$ cat src/rtl/aes_pkg.sv
// aes_pkg: shared AES constants, key-size codes and round-constant FSM encoding
package aes_pkg;

   localparam logic [1:0] MODE_128 = 2'b00;
   localparam logic [1:0] MODE_192 = 2'b01;
   localparam logic [1:0] MODE_256 = 2'b10;

   localparam logic [3:0] N_128 = 4'd10;
   localparam logic [3:0] N_192 = 4'd8;
   localparam logic [3:0] N_256 = 4'd7;

   localparam logic [7:0] RSTART_128 = 8'h36;
   localparam logic [7:0] RSTART_192 = 8'h80;
   localparam logic [7:0] RSTART_256 = 8'h40;

   localparam logic [7:0] RPOLY = 8'h1b;

   typedef enum logic [1:0] {IDLE = 2'd0, RUN = 2'd1, DONE = 2'd2} rcon_state_t;

   // Sequence length per key size; the reserved code falls back to AES-128.
   function automatic logic [3:0] n_of(input logic [1:0] mode);
      return (mode == MODE_192) ? N_192 : (mode == MODE_256) ? N_256 : N_128;
   endfunction

   // Last constant of the forward sequence, i.e. the reverse starting point.
   function automatic logic [7:0] rstart_of(input logic [1:0] mode);
      return (mode == MODE_192) ? RSTART_192 : (mode == MODE_256) ? RSTART_256 : RSTART_128;
   endfunction

endpackage

$ cat src/rtl/aes_gf_xtime.sv
// aes_gf_xtime: multiply and divide a GF(2^8) byte by x (shared with MixColumns)
module aes_gf_xtime
   import aes_pkg::*;
(
   input  logic [7:0] b,
   output logic [7:0] fwd,
   output logic [7:0] inv
);

   // Forward reduces the overflowed x^8 term; inverse re-inserts it when the x^0 bit is set.
   always_comb begin
      fwd = {b[6:0], 1'b0} ^ (b[7] ? RPOLY : 8'h00);
      inv = b[0] ? (((b ^ RPOLY) >> 1) | 8'h80) : (b >> 1);
   end

endmodule

$ cat src/rtl/aes_rcon_gen.sv
// aes_rcon_gen: arithmetic AES key-schedule round-constant sequencer, forward or reverse
module aes_rcon_gen
   import aes_pkg::*;
#(
   parameter int W    = 32,
   parameter int BPOS = W / 8 - 1
) (
   input  logic         clk,
   input  logic         rst,
   input  logic         kld,
   input  logic [1:0]   mode,
   input  logic         dir,
   input  logic         step,
   output logic [W-1:0] out,
   output logic [3:0]   idx,
   output logic         vld,
   output logic         last,
   output logic         done
);

   rcon_state_t st;
   logic [7:0]  rc;
   logic [7:0]  rc_fwd;
   logic [7:0]  rc_inv;
   logic [3:0]  n;
   logic        sdir;

   aes_gf_xtime u_xtime (
      .b   (rc),
      .fwd (rc_fwd),
      .inv (rc_inv)
   );

   // Place the constant byte in its lane; every other bit stays zero.
   always_comb begin
      out = '0;
      out[BPOS*8 +: 8] = rc;
   end

   // Final constant is the end of the index range in the sampled direction.
   always_comb last = (st == RUN) && (sdir ? (idx == 4'd0) : (idx == n - 4'd1));

   // Sequencer: kld restarts from either end, accepted steps walk rc and idx.
   always_ff @(posedge clk or negedge rst) begin
      if (!rst) begin
         st   <= IDLE;
         rc   <= 8'h00;
         idx  <= 4'd0;
         vld  <= 1'b0;
         done <= 1'b0;
         n    <= N_128;
         sdir <= 1'b0;
      end else if (kld) begin
         st   <= RUN;
         n    <= n_of(mode);
         sdir <= dir;
         rc   <= dir ? rstart_of(mode) : 8'h01;
         idx  <= dir ? n_of(mode) - 4'd1 : 4'd0;
         vld  <= 1'b1;
         done <= 1'b0;
      end else if (st == RUN && step) begin
         if (last) begin
            st   <= DONE;
            done <= 1'b1;
         end else begin
            rc  <= sdir ? rc_inv : rc_fwd;
            idx <= sdir ? idx - 4'd1 : idx + 4'd1;
         end
      end
   end

endmodule

$ cat config.mk
export PLATFORM = sky130hd
export DESIGN_NAME = aes_rcon_gen
export DESIGN_NICKNAME = d
export VERILOG_FILES = /design/src/rtl/aes_pkg.sv /design/src/rtl/aes_gf_xtime.sv /design/src/rtl/aes_rcon_gen.sv
export SDC_FILE = /design/constraint.sdc
export NUM_CORES = 1
export LEC_CHECK = 0
export BUFFER_PORTS_ARGS = -buffer_cell sky130_fd_sc_hd__buf_2
export CORE_MARGIN = 2
export CORE_UTILIZATION = 45
export DETAILED_ROUTE_END_ITERATION = 12
export GPL_ROUTABILITY_DRIVEN = 0
export GPL_TIMING_DRIVEN = 0
export PLACE_DENSITY = 0.71
export SETUP_SLACK_MARGIN = 0.1
export SYNTH_ARGS = -nofsm -noshare
export SYNTH_HDL_FRONTEND = slang
export SYNTH_SLANG_ARGS = --single-unit
$ cat constraint.sdc
create_clock -name clk -period 3.78 [get_ports clk]
set_input_delay 0.189 -clock clk [delete_from_list [all_inputs] [get_ports clk]]
set_output_delay 0.189 -clock clk [all_outputs]
set_load 0.01 [all_outputs]
==> qor.yml <==
cts:
  clkSlewWorstSetupHoldPaths_ns: 0.11
  insertion_delay_ns: 0.30
  cts_hold_buffers: 1
  post_cts_buffers: 0
  cts_resized: 0
  cts_buffers: 3
  root_buffer: "clkbuf_4"
  ctsLongestPathBuffers: 2
  htreeDepth: 1
  cts.sinks: 19
  cts_tree: "built"
placed_design:
  dp.cells: 235
  dp_slack_ns: 1.65
  dpl_cell_area_mm2: 0.00166
  dpl.hpwl_um: 2210
  portBuffers: 20
yosys:
  postSynthCellCount: 148
  synth_fa_ha_area_share_pct: 7.60
  synthDistinctLibCells: 36
  synth_warnings: 0
  syn_area_per_cell_um2: 9.57
  synth_ff_type: "dfrtp_1"
  synth-compound-area-share_pct: 14.1
  synth_edf_count: 0
  ys_ff_latch: 19
  synthXorXnorAreaFrac_pct: 8.66
  synth_top_family_by_area: "buffers and inverters"
  synthSimpleGateAreaFrac_pct: 10.1
  ys_seq_area_share_pct: 33.7
  netlist_area_mm2: 0.00142
  muxShareOfSynthArea_pct: 7.33
  synthArstFlopShare_pct: 100
floorplanning:
  rows: 20
  dieHeight_um: 60.1
  die_area_mm2: 0.00361
  initial_core_util_pct: 46.8
  chipWidth_um: 60.1
  core_mm2: 0.00303
  boundaryPins: 46
power_and_ir_drop:
  p_leak_nw: 0.850
  power.density_mw_per_mm2: 402
  ir_drop_v: 0.000205
global_routing:
  overflow: 0
  grt_pass1_vias: 1039
  grt_max_degree: 20
  grt_pass1_wl_um: 4530
  grtUsageTotal_pct: 16.6
  antenna_found_initial: 0
setup_path:
  worstPathArrival_ns: 2.19
  worstSetupPathType: "reg -> out"
  cpPeakStageDelay_ns: 0.55
  crit_buf_inv: 2
  cp_slowest_cell: "dfstp_2"
  cp-start-kind: "register"
  critPathRequiredTime_ns: 3.59
  crit_path_end_kind: "output port"
  critPathTopFamily: "flip-flops"
  path_cells: "inv_1 -> ha_1 -> xnor2_1 -> nor4_4 -> a22oi_1 -> nor3b_1 -> buf_2"
  reg2reg_slack_ns: 1.64
  critPathMaxFanout: 2
drt:
  via_per_inst: 4.55
  vias: 1093
  drt_wl_total_um: 2770
  antenna_left: 0
  wl_per_cell_um: 11.5
  drt_iter0_drc: 19
  drcViolationCount: 0
  drt-pass1-iter-count: 4
finish:
  nFillCells: 288
  area_growth_pct: 19.6
  layout-drive-gt1-share_pct: 29.6
  seq_area_um2: 478
  final_nets: 212
  finish.instance_area_mm2: 0.00169
  layout_common_cells: "buf_4 (24), conb_1 (24), buf_2 (22), dfrtp_1 (17), xnor2_1 (12)"
  diodes: 0
  stdcell_count: 240
  multiInputGateArea_um2: 767
timing:
  fin_setup_tns_ns: 0
  setup_viol: 0
  max_freq_mhz: 420
  tightest_slew_ns: 0.544
  min_period_over_period_pct: 62.9
  drv_slew: 0
  relSlewSlack_pct: 63.4
  min_period_ns: 2.38
  fin_ws_ns: 1.40
  hold_ws_ns: 0.189
  fin_skew_ns: 0.00575
  final_hold_viol_count: 0
  rsz0062_at_grt: "false"
min_path:
  hold_path.class: "in -> reg"
run:
  drv_cap: 0
outcome:
  status: "complete, no violations"
==> stage by stage <==
| stage | power, mW | util, % |
|---|---|---|
| after global routing | 0.734 | 56.0 |
| after global placement | 0.571 | 54.8 |
| after CTS | 0.685 | 56.0 |
| after floorplan | 0.505 | - |
| after detailed placement | 0.582 | 54.8 |
| final | 0.681 | 56.0 |
==> flip-flops by register name, summed over array words and instances (netlist names) <==
register	flops
done	1
idx	4
n	3
rc	8
sdir	1
st	1
vld	1
==> per-layer routing <==
metal / GRT usage (%) / vias to the layer above / share of wire [%]
met5: 0 / - / 0
met4: 6.35 / 0 / 1.5
met3: 2.38 / 5 / 5.5
met2: 29.2 / 37 / 52
met1: 20.3 / 502 / 41
li1: - / 549 / -
==> cell families after synthesis <==
| family | count (synthesis) |
|---|---|
| buf+inv | 42 |
| compound gates | 28 |
| simple gates | 26 |
| flops | 19 |
| xor+xnor | 14 |
| mux | 10 |
| fa+ha+maj | 8 |
| other cells | 1 |
==> cell type report <==
cell class	instances	area share, %
Multi-Input combinational cell	110	45.3
Sequential cell	19	28.2
Buffer	32	13.0
Timing Repair Buffer	21	6.50
Tap cell	44	3.25
Inverter	10	2.22
Clock buffer	4	1.55
==> report_power, final <==
part           internal, mW  switching [mW]  leakage, nW  total (mW)
Clock                0.0411          0.0624       0.0150       0.103
Combinational         0.144           0.156        0.610       0.300
Sequential            0.236          0.0422        0.226       0.278
Total                 0.421           0.261        0.850       0.681
==> worst min-delay path, delay by kind of cell <==
family,cells,cell delay (ns)
AO/OA/AOI/OAI,1,0.06
AND/OR/NAND/NOR,1,0.08
buffers and inverters,1,0.14
==> path summary, 6_finish.rpt <==
kind | startpoint | cells after the start | end
min in group asynchronous | rst | 2 | rc[6]
min | dir | 3 | rc[5]
min reg2reg | vld | 1 | vld
max in group asynchronous | rst | 2 | n[1]
max | n[1] | 7 | last
max reg2reg | n[1] | 8 | idx[3]
==> cells in the mapped netlist (3+ instances only) <==
| cell type | count | area [um^2] |
|---|---|---|
| a211oi_1 | 8 | 60.1 |
| xnor2_1 | 12 | 105 |
| ha_1 | 7 | 87.6 |
| nand2_1 | 5 | 18.8 |
| a21o_1 | 4 | 30.0 |
| clkbuf_1 | 5 | 18.8 |
| dfrtp_1 | 17 | 425 |
| mux2_2 | 3 | 33.8 |
| buf_4 | 24 | 180 |
| nor3_1 | 4 | 20.0 |
| nand3_1 | 3 | 15.0 |
| nor2_1 | 7 | 26.3 |
| inv_1 | 9 | 33.8 |
| mux2i_1 | 7 | 70.1 |
| o21ai_0 | 6 | 30.0 |
Power figures use the tool's default switching activity.
